`config.mk`:
```
export PLATFORM = sky130hd
export DESIGN_NAME = alu_iter_exec
export DESIGN_NICKNAME = d
export VERILOG_FILES = /design/src/rtl/alu_iter_exec.sv
export SDC_FILE = /design/constraint.sdc
export NUM_CORES = 1
export LEC_CHECK = 0
export ABC_CLOCK_PERIOD_IN_PS = 6500
export BUFFER_PORTS_ARGS = -buffer_cell sky130_fd_sc_hd__buf_4
export CELL_PAD_IN_SITES_DETAIL_PLACEMENT = 1
export CELL_PAD_IN_SITES_GLOBAL_PLACEMENT = 1
export CORE_MARGIN = 4
export CORE_UTILIZATION = 42
export CTS_BUF_LIST = sky130_fd_sc_hd__clkbuf_16
export CTS_CLUSTER_SIZE = 25
export DETAILED_ROUTE_END_ITERATION = 7
export PLACE_DENSITY_LB_ADDON = 0.1
export SLEW_MARGIN = 20
export SYNTH_ARGS = -nofsm -noshare
export SYNTH_HDL_FRONTEND = slang
export SYNTH_SLANG_ARGS = --single-unit
```
`constraint.sdc`:
```
create_clock -name clk -period 6.5 [get_ports clk]
set_input_delay 0.325 -clock clk [delete_from_list [all_inputs] [get_ports clk]]
set_output_delay 0.325 -clock clk [all_outputs]
set_load 0.01 [all_outputs]
```
`src/rtl/alu_iter_exec.sv`:
```
// EX-stage ALU: single-cycle logic/arithmetic ops plus iterative shifts and
// shift-add multiply, with valid/ready handshakes on request and result sides.
module alu_iter_exec #(
    parameter int WIDTH   = 32,
    parameter int SHAMT_W = $clog2(WIDTH)
) (
    input  logic             clk,
    input  logic             rst_n,
    input  logic             in_valid,
    output logic             in_ready,
    input  logic [3:0]       opcode,
    input  logic [WIDTH-1:0] op_a,
    input  logic [WIDTH-1:0] op_b,
    output logic             out_valid,
    input  logic             out_ready,
    output logic [WIDTH-1:0] result,
    output logic             zero,
    output logic             illegal,
    output logic             busy
);

    // Counter must hold WIDTH itself for the multiply step count.
    localparam int CNT_W = $clog2(WIDTH) + 1;

    localparam logic [3:0] OP_ADD = 4'b0000;
    localparam logic [3:0] OP_XOR = 4'b0001;
    localparam logic [3:0] OP_SUB = 4'b0010;
    localparam logic [3:0] OP_AND = 4'b0100;
    localparam logic [3:0] OP_ORR = 4'b1000;
    localparam logic [3:0] OP_LSL = 4'b1010;
    localparam logic [3:0] OP_LSR = 4'b1011;
    localparam logic [3:0] OP_MUL = 4'b1100;

    typedef enum logic [1:0] {
        S_IDLE  = 2'd0,
        S_SHIFT = 2'd1,
        S_MUL   = 2'd2,
        S_DONE  = 2'd3
    } state_t;

    state_t             state_q, state_d;
    logic [3:0]         opc_q, opc_d;
    logic [WIDTH-1:0]   acc_q, acc_d;
    logic [WIDTH-1:0]   mcand_q, mcand_d;
    logic [WIDTH-1:0]   mplier_q, mplier_d;
    logic [CNT_W-1:0]   cnt_q, cnt_d;
    logic [WIDTH-1:0]   result_q, result_d;
    logic               zero_q, zero_d;
    logic               illegal_q, illegal_d;

    logic [SHAMT_W-1:0] shamt;
    logic               is_shift;
    logic [WIDTH-1:0]   shift_step;
    logic [WIDTH-1:0]   mul_step;
    logic               last_step;

    function automatic logic is_legal(input logic [3:0] opc);
        case (opc)
            OP_ADD, OP_XOR, OP_SUB, OP_AND, OP_ORR,
            OP_LSL, OP_LSR, OP_MUL: is_legal = 1'b1;
            default:                is_legal = 1'b0;
        endcase
    endfunction

    // Shifts only reach here with a zero shift amount, so they pass A through.
    function automatic logic [WIDTH-1:0] alu_single(input logic [3:0]       opc,
                                                    input logic [WIDTH-1:0] a,
                                                    input logic [WIDTH-1:0] b);
        case (opc)
            OP_ADD:         alu_single = a + b;
            OP_XOR:         alu_single = a ^ b;
            OP_SUB:         alu_single = a - b;
            OP_AND:         alu_single = a & b;
            OP_ORR:         alu_single = a | b;
            OP_LSL, OP_LSR: alu_single = a;
            default:        alu_single = '0;
        endcase
    endfunction

    assign shamt      = op_b[SHAMT_W-1:0];
    assign is_shift   = (opcode == OP_LSL) || (opcode == OP_LSR);
    assign shift_step = (opc_q == OP_LSL) ? (acc_q << 1) : (acc_q >> 1);
    assign mul_step   = acc_q + (mplier_q[0] ? mcand_q : '0);
    assign last_step  = (cnt_q == CNT_W'(1));

    always_comb begin
        state_d   = state_q;
        opc_d     = opc_q;
        acc_d     = acc_q;
        mcand_d   = mcand_q;
        mplier_d  = mplier_q;
        cnt_d     = cnt_q;
        result_d  = result_q;
        zero_d    = zero_q;
        illegal_d = illegal_q;

        case (state_q)
            S_IDLE: begin
                if (in_valid) begin
                    opc_d = opcode;
                    if (is_shift && (shamt != '0)) begin
                        state_d = S_SHIFT;
                        cnt_d   = CNT_W'(shamt);
                        acc_d   = op_a;
                    end else if (opcode == OP_MUL) begin
                        state_d  = S_MUL;
                        cnt_d    = CNT_W'(WIDTH);
                        acc_d    = '0;
                        mcand_d  = op_a;
                        mplier_d = op_b;
                    end else begin
                        state_d   = S_DONE;
                        result_d  = alu_single(opcode, op_a, op_b);
                        zero_d    = (alu_single(opcode, op_a, op_b) == '0);
                        illegal_d = !is_legal(opcode);
                    end
                end
            end
            S_SHIFT: begin
                acc_d = shift_step;
                cnt_d = cnt_q - CNT_W'(1);
                if (last_step) begin
                    state_d   = S_DONE;
                    result_d  = shift_step;
                    zero_d    = (shift_step == '0);
                    illegal_d = 1'b0;
                end
            end
            S_MUL: begin
                acc_d    = mul_step;
                mcand_d  = mcand_q << 1;
                mplier_d = mplier_q >> 1;
                cnt_d    = cnt_q - CNT_W'(1);
                if (last_step) begin
                    state_d   = S_DONE;
                    result_d  = mul_step;
                    zero_d    = (mul_step == '0);
                    illegal_d = 1'b0;
                end
            end
            S_DONE: begin
                if (out_ready) begin
                    state_d = S_IDLE;
                end
            end
            default: state_d = S_IDLE;
        endcase
    end

    always_ff @(posedge clk) begin
        if (!rst_n) begin
            state_q   <= S_IDLE;
            opc_q     <= '0;
            acc_q     <= '0;
            mcand_q   <= '0;
            mplier_q  <= '0;
            cnt_q     <= '0;
            result_q  <= '0;
            zero_q    <= 1'b0;
            illegal_q <= 1'b0;
        end else begin
            state_q   <= state_d;
            opc_q     <= opc_d;
            acc_q     <= acc_d;
            mcand_q   <= mcand_d;
            mplier_q  <= mplier_d;
            cnt_q     <= cnt_d;
            result_q  <= result_d;
            zero_q    <= zero_d;
            illegal_q <= illegal_d;
        end
    end

    assign in_ready  = (state_q == S_IDLE);
    assign out_valid = (state_q == S_DONE);
    assign busy      = (state_q != S_IDLE);
    assign result    = result_q;
    assign zero      = zero_q;
    assign illegal   = illegal_q;

endmodule

```
==> results.cfg, run 1 <==
[timing]
finalCriticalPeriod_ps = 5160
finalHoldViolCount = 0
fin_crit_sh_pct = 79.3
tightest_slew_ps = 1040
rsz0062_at_grt = no
slew_headroom_pct = 29.9
finalMaxSlewViolations = 0
setup_violations = 0
skew_ps = 13.4
max_freq_ghz = 0.194
worst_slack_ps = 1340
setup_tns_ps = 0

[worst_setup_path]
crit_required_ps = 6900
timing.rr.start = mcand_q[0]
worst-path-buf-inv = 2
cp-startpoint = op_b[12]
criticalPathCategory = primary input to flip-flop
cp_slowest_cell = or4_1
reg2reg_depth = 13
crit_path_end_kind = flip-flop
max_stage_delay_ps = 540
cp_max_fo = 4
path_delay_family = simple AND/OR/NAND/NOR gates
endpoint = zero
rrSetupSlack_ps = 1580
critPathMostFrequentCell = nor4_1
crit_chain = buf_4 -> nor4_1 -> nand3_1 -> or4_1 -> nor3_1 -> nand2_1 -> nor4_1 -> and2_1 -> a21oi_1 -> xnor2_1 -> ha_1 -> inv_1 -> or3_1 -> a211oi_1 -> a211oi_1 -> o31ai_1 -> xnor2_1 -> o221ai_1 -> or4_1 -> nor4_1 -> a32o_1 -> a31o_1
critical_path_arrival_ps = 5560
r2r-end = zero
worst_setup_path_start_kind = primary input
crit_cells = 22

[floorplanning]
core_region_area_um2 = 31700
rows = 65
start_util_pct = 42.8
die_h_um = 188
die_x_um = 188
io_pins = 109
dieArea_um2 = 35300

[placed_design]
gp_congestion = 0.924
pre_cts_ws_ps = 894
hpwl_mm = 41.9
port_buffers = 108
place_inst = 2221

[clock_tree]
htreeDepth = 4
cts_sinks = 142
cts_tree = built
cts_buffers = 17
clk_latency_ps = 460
cts_resized = 0
cts_setup_buffers = 0
ctsHoldBuffers = 0
clk_pin_slew_ps = 60
clk_root_buffer_cell = clkbuf_16
clockBufferDepth = 2

[synthesis]
synth_top_family_by_area = compound AO/OA/AOI/OAI gates
syn_area_um2 = 13600
synth_nets = 2020
seq_area_frac_synth_pct = 20.9
ys_warn_count = 0
yosys.area_share.adder_pct = 12.7
synth-edff-count = 0
postSynthCellCount = 1811
synthMuxAreaShare_pct = 1.34
synthSimpleGateAreaFrac_pct = 19.4
ys_ff_latch = 142
postSynthAreaPerCell_um2 = 7.50
synth.distinct_cells = 75
synth_xor_area_share_pct = 4.90
synth_flop_cell = dfxtp_1
synth_compound_area_share_pct = 34.4
ys_async_sr_fraction_pct = 0

[cells_and_area]
layout_common_cells = nand2_1 (250), a21oi_1 (144), dfxtp_1 (142)
final_common_cell = nand2_1
stdcell_count = 2253
drive_gt1_share_pct = 10.5
area_growth_syn_to_layout_pct = 12.4
fill_cells = 3967
nets = 2047
utilization_pct = 48.1
diodes = 0

[grt]
grt-ovfl-total = 0
antenna_found_initial = 0
grt_max_degree = 88
grt_use_total_pct = 30.0
grt_pass1_wl_mm = 84.3
grt_pass1_vias = 14100

[drt]
antenna_violating_nets_post_route = 0
drt_iter0_markers = 1355
route.final.wire_length_mm = 54.6
drc = 0
drt-pass1-iter-count = 6
routedWlPerCell_um = 24.2
num_vias = 14500
vias_per_cell = 6.42

[power_and_ir_drop]
peakVddDrop_uv = 229
internal_power_mw = 2.75
seqPwrFrac_pct = 26.0
p_comb_share_pct = 56.0
power_density_nw_per_um2 = 360
switchingPower_mw = 2.75
fin_total_pwr_mw = 5.50
clkPwrFrac_pct = 18.0
p_leak_nw = 7.02
switching_share_pct = 49.9

[hold_path]
hp-class = primary input to flip-flop

[job]
maxCapViolations = 0

[run_status]
status = complete, no violations
-- area by class of cell --
| class | count | area [um2] | area share (%) |
|---|---|---|---|
| repair buffers | 136 | 1020 | 6.69 |
| clock inverters | 15 | 130 | 0.853 |
| clock buffers | 17 | 425 | 2.79 |
| inverters | 98 | 368 | 2.41 |
| well taps | 402 | 503 | 3.30 |
| multi-input cells | 1443 | 9970 | 65.3 |
| flip-flops and latches | 142 | 2840 | 18.6 |
-- synthesized netlist by cell type, types with 12 or more instances --
| cell | instances | area [um2] |
|---|---|---|
| nand2_1 | 250 | 938 |
| a21oi_1 | 145 | 726 |
| dfxtp_1 | 142 | 2840 |
| ha_1 | 135 | 1690 |
| clkbuf_1 | 114 | 428 |
| inv_1 | 97 | 364 |
| o21ai_0 | 90 | 450 |
| nor2_1 | 86 | 323 |
| o211a_1 | 82 | 821 |
| o211ai_1 | 80 | 601 |
| xnor2_1 | 54 | 473 |
| and2_1 | 39 | 244 |
| nand3_1 | 33 | 165 |
| a211oi_1 | 27 | 203 |
| nor3_1 | 26 | 130 |
| a21boi_0 | 23 | 173 |
| nor2b_1 | 23 | 144 |
| a31oi_1 | 22 | 138 |
| xor2_1 | 22 | 193 |
| a21o_1 | 20 | 150 |
| nand4_1 | 20 | 125 |
| a22oi_1 | 18 | 135 |
| mux2i_1 | 17 | 170 |
| nor4_1 | 17 | 106 |
| o21a_1 | 17 | 128 |
| o31ai_1 | 15 | 113 |
| a32oi_1 | 13 | 114 |
| buf_1 | 13 | 48.8 |
| a222oi_1 | 12 | 120 |
| or4_1 | 12 | 90.1 |
-- worst min path at each step --
stage	cells past startpoint	slack, ps	start	endpoint
3_3_place_gp	2	450	result[11]	result[11]
3_5_place_dp	2	460	result[11]	result[11]
6_report	3	200	op_b[31]	mplier_q[31]
5_1_grt	3	220	op_b[31]	mplier_q[31]
2_1_floorplan	2	450	opc_q[3]	opc_q[3]
4_1_cts	3	190	op_b[31]	mplier_q[31]
-- sequential cells by signal, indices dropped and copies added, names as in the netlist --
register,count
acc_q,32
cnt_q,6
illegal,1
mcand_q,32
mplier_q,32
opc_q,4
result,32
state_q,2
zero,1
-- cells by family (layout without fill, tap and decap cells) --
family | after synthesis | after routing
DFF | 142 | 142
AOI/OAI and AO/OA | 655 | 655
xor gates and xnor gates | 76 | 76
muxes | 18 | 18
and+or+nand+nor | 557 | 557
adders and majority gates | 137 | 137
buffers and inverters | 226 | 266
-- layer usage --
layer  routed length (um)  GRT usage (%)
met1                26700           44.9
met2                23800           45.5
met3                 3340           4.73
met4                  741           6.01
met5                    0              0
-- power groups by stage --
stage	clock network (mW)	registers, mW	logic (mW)
floorplan	0	1.38	2.01
global placement	0	1.43	2.95
detailed placement	0	1.44	3.01
CTS	1.01	1.42	3.03
global route	1.03	1.47	3.34
finish	0.990	1.43	3.08
-- tightest hold or removal path, cell delays in order --
cell     delay, ps
buf_4          120
a22oi_1         70
nor2b_1        100
-- stage by stage --
step	cell area, um2	hold WS, ps
global route	15300	218
detailed placement	14700	462
CTS	15300	188
floorplan	13600	451
finish	15300	201
global placement	14700	450
(Power assumes the default switching activity.)
==> run 2, diff against run 1 <==
--- a/config.mk
+++ b/config.mk
@@ -5,12 +5,13 @@
 export SDC_FILE = /design/constraint.sdc
 export NUM_CORES = 1
 export LEC_CHECK = 0
-export ABC_CLOCK_PERIOD_IN_PS = 6500
+export ABC_AREA = 1
+export ABC_CLOCK_PERIOD_IN_PS = 4600
 export BUFFER_PORTS_ARGS = -buffer_cell sky130_fd_sc_hd__buf_4
 export CELL_PAD_IN_SITES_DETAIL_PLACEMENT = 1
 export CELL_PAD_IN_SITES_GLOBAL_PLACEMENT = 1
 export CORE_MARGIN = 4
-export CORE_UTILIZATION = 42
+export CORE_UTILIZATION = 39
 export CTS_BUF_LIST = sky130_fd_sc_hd__clkbuf_16
 export CTS_CLUSTER_SIZE = 25
 export DETAILED_ROUTE_END_ITERATION = 7
==> constraint.sdc (replaced) <==
create_clock -name clk -period 4.6 [get_ports clk]
set_input_delay 0.23 -clock clk [delete_from_list [all_inputs] [get_ports clk]]
set_output_delay 0.23 -clock clk [all_outputs]
set_load 0.01 [all_outputs]
==> results.cfg, run 2 <==
[grt]
antenna_found_initial = 1
grt-ovfl-total = 0
grt_pass1_wl_mm = 95.1
grt_max_degree = 75
grt_use_total_pct = 28.7
grt_pass1_vias = 17700

[timing]
skew_ps = 12.6
setup_violations = 0
finalMaxSlewViolations = 0
tightest_slew_ps = 918
setup_tns_ps = 0
fin_crit_sh_pct = 85.7
finalHoldViolCount = 0
rsz0062_at_grt = no
max_freq_ghz = 0.254
slew_headroom_pct = 38.8
finalCriticalPeriod_ps = 3940

[drt]
drt_iter0_markers = 991
vias_per_cell = 5.37
drc = 0
num_vias = 17300
drt-pass1-iter-count = 5
antenna_violating_nets_post_route = 0
routedWlPerCell_um = 18.9
route.final.wire_length_mm = 61.0

[worst_setup_path]
critPathMostFrequentCell = nand2_1
worst_setup_path_start_kind = primary input
r2r-end = zero
rrSetupSlack_ps = 1240
critical_path_arrival_ps = 4370
criticalPathCategory = primary input to flip-flop
crit_required_ps = 5020
worst-path-buf-inv = 3
cp_slowest_cell = ha_1
max_stage_delay_ps = 380
timing.rr.start = mplier_q[0]
path_delay_family = simple AND/OR/NAND/NOR gates
reg2reg_depth = 22
crit_path_end_kind = flip-flop
cp_max_fo = 5

[cells_and_area]
fill_cells = 5407
final_common_cell = nand2_1
area_growth_syn_to_layout_pct = 11.5
stdcell_count = 3231
nets = 2908
layout_common_cells = nand2_1 (911), inv_1 (441), nor2_1 (177)
drive_gt1_share_pct = 7.45

[hold_path]
min_to = mplier_q[25]
hp-class = primary input to flip-flop
min_path_cells = 3
hold_start = op_b[25]

[power_and_ir_drop]
power_density_nw_per_um2 = 445
p_comb_share_pct = 54.0
p_leak_nw = 9.25
switchingPower_mw = 3.75
switching_share_pct = 49.6
peakVddDrop_uv = 298
seqPwrFrac_pct = 27.3
internal_power_mw = 3.80
clkPwrFrac_pct = 18.8

[clock_tree]
cts_buffers = 17
clk_root_buffer_cell = clkbuf_16
clk_latency_ps = 470
cts_resized = 0
ctsHoldBuffers = 0
cts_sinks = 142
clockBufferDepth = 2
clk_pin_slew_ps = 70
htreeDepth = 4
cts_setup_buffers = 0
cts_tree = built

[floorplanning]
die_h_um = 206
rows = 72
start_util_pct = 39.4
dieArea_um2 = 42300
die_x_um = 206
core_region_area_um2 = 38600
io_pins = 109

[placed_design]
place_inst = 3198
gp_congestion = 0.928
hpwl_mm = 50.0
port_buffers = 108

[synthesis]
yosysTopAreaCell = nand2_1
synth.distinct_cells = 53
syn_area_um2 = 15200
ys_warn_count = 0
postSynthAreaPerCell_um2 = 5.74
synth_area_leaders = nand2_1 (22%), dfxtp_1 (19%), ha_1 (11%)
synth-edff-count = 0
seq_area_frac_synth_pct = 18.7
ys_ff_latch = 142
ys_async_sr_fraction_pct = 0
synth.top_cell.area_share_pct = 22.5
postSynthCellCount = 2652
synth_flop_cell = dfxtp_1
synth_most_common_cell = nand2_1
yosys-top-cells-count = nand2_1 (911), inv_1 (442), nor2_1 (178), o21ai_0 (165), dfxtp_1 (142)
synth_nets = 2861

[run_status]
status = complete, no violations

[job]
maxCapViolations = 0
run 2: cell types whose count changed in the layout (fill, tap and decap cells not counted), moves of 75 or more:
cell     change
nand3_1     +88
o211a_1     -82
nor2_1      +91
nand2_1    +661
o21ai_0     +75
inv_1      +343
run 2: how the worst max path moves through the flow:
stage,from,end,depth (start not counted),slack [ps]
floorplan,op_b[1],zero,29,1380
global placement,op_b[1],zero,28,220
detailed placement,op_b[1],zero,28,170
CTS,op_b[1],zero,28,660
global route,op_b[1],zero,27,150
finish,op_b[1],zero,28,660
run 2: per-layer routing:
metal,vias up,routed length (um),global-route usage [%]
met1,8390,28500,38.5
met2,289,29100,48.6
met3,73,2150,3.59
met5,-,0,0
li1,8585,-,-
met4,0,1260,7.61
run 2: layout make-up:
| class | count | area, um2 | share of cell area (%) |
|---|---|---|---|
| flip-flops and latches | 142 | 2840 | 16.8 |
| multi-input cells | 1956 | 10200 | 60.2 |
| clock inverters | 15 | 150 | 0.885 |
| diodes | 1 | 2.50 | 0.0147 |
| clock buffers | 17 | 425 | 2.51 |
| inverters | 450 | 1690 | 9.95 |
| repair buffers | 132 | 1000 | 5.91 |
| well taps | 518 | 648 | 3.82 |
run 2: stage by stage:
| stage | power (mW) | area, um2 | hold WS [ps] | setup slack [ps] | util (%) |
|---|---|---|---|---|---|
| 6_report | 7.55 | 17000 | 71.6 | 658 | 43.9 |
| 5_1_grt | 8.16 | 17000 | 63.0 | 145 | 43.9 |
| 4_1_cts | 7.55 | 17000 | 52.9 | 656 | 43.9 |
| 3_5_place_dp | 6.11 | 16400 | 464 | 172 | 42.4 |
| 3_3_place_gp | 6.01 | 16400 | 458 | 221 | 42.4 |
| 2_1_floorplan | 4.68 | 15200 | 378 | 1380 | - |
run 2: power groups by stage:
stage                     Combinational, mW  Clock [mW]  Sequential [mW]
after detailed placement               4.04           0             2.07
after floorplan                        2.69           0             2.00
after global routing                   4.56        1.49             2.11
final                                  4.07        1.42             2.06
after CTS                              4.06        1.43             2.05
after global placement                 3.95           0             2.06
run 2: kinds of logic (layout without fill, tap and decap cells):
logic type	Yosys count	count (layout)	share of synthesized area (%)
simple gates	1315	1315	35.2
fa+ha+maj	137	137	11.4
compound gates	464	464	18.0
mux	1	1	0.0658
xor+xnor	39	39	2.24
buf+inv	554	614	14.5
other cells	0	1	0
flops	142	142	18.7
run 2: worst reg2reg max path: stages, from the launching register on:
cell and delay, ps:
dfxtp_1 610, buf_4 390, nand2_1 90, inv_1 60, ha_1 270, nand2_1 130, inv_1 50, nand2_1 60
nand2_1 70, nand3b_1 330, nand2_1 200, nand2_1 70, nand2_1 60, nand2_1 110, nor2_1 130, nand2_1 50
nor2_1 150, nand4_1 120, nand2_1 110, nand2_1 70, nand3_1 80, nand2_1 60, inv_1 50
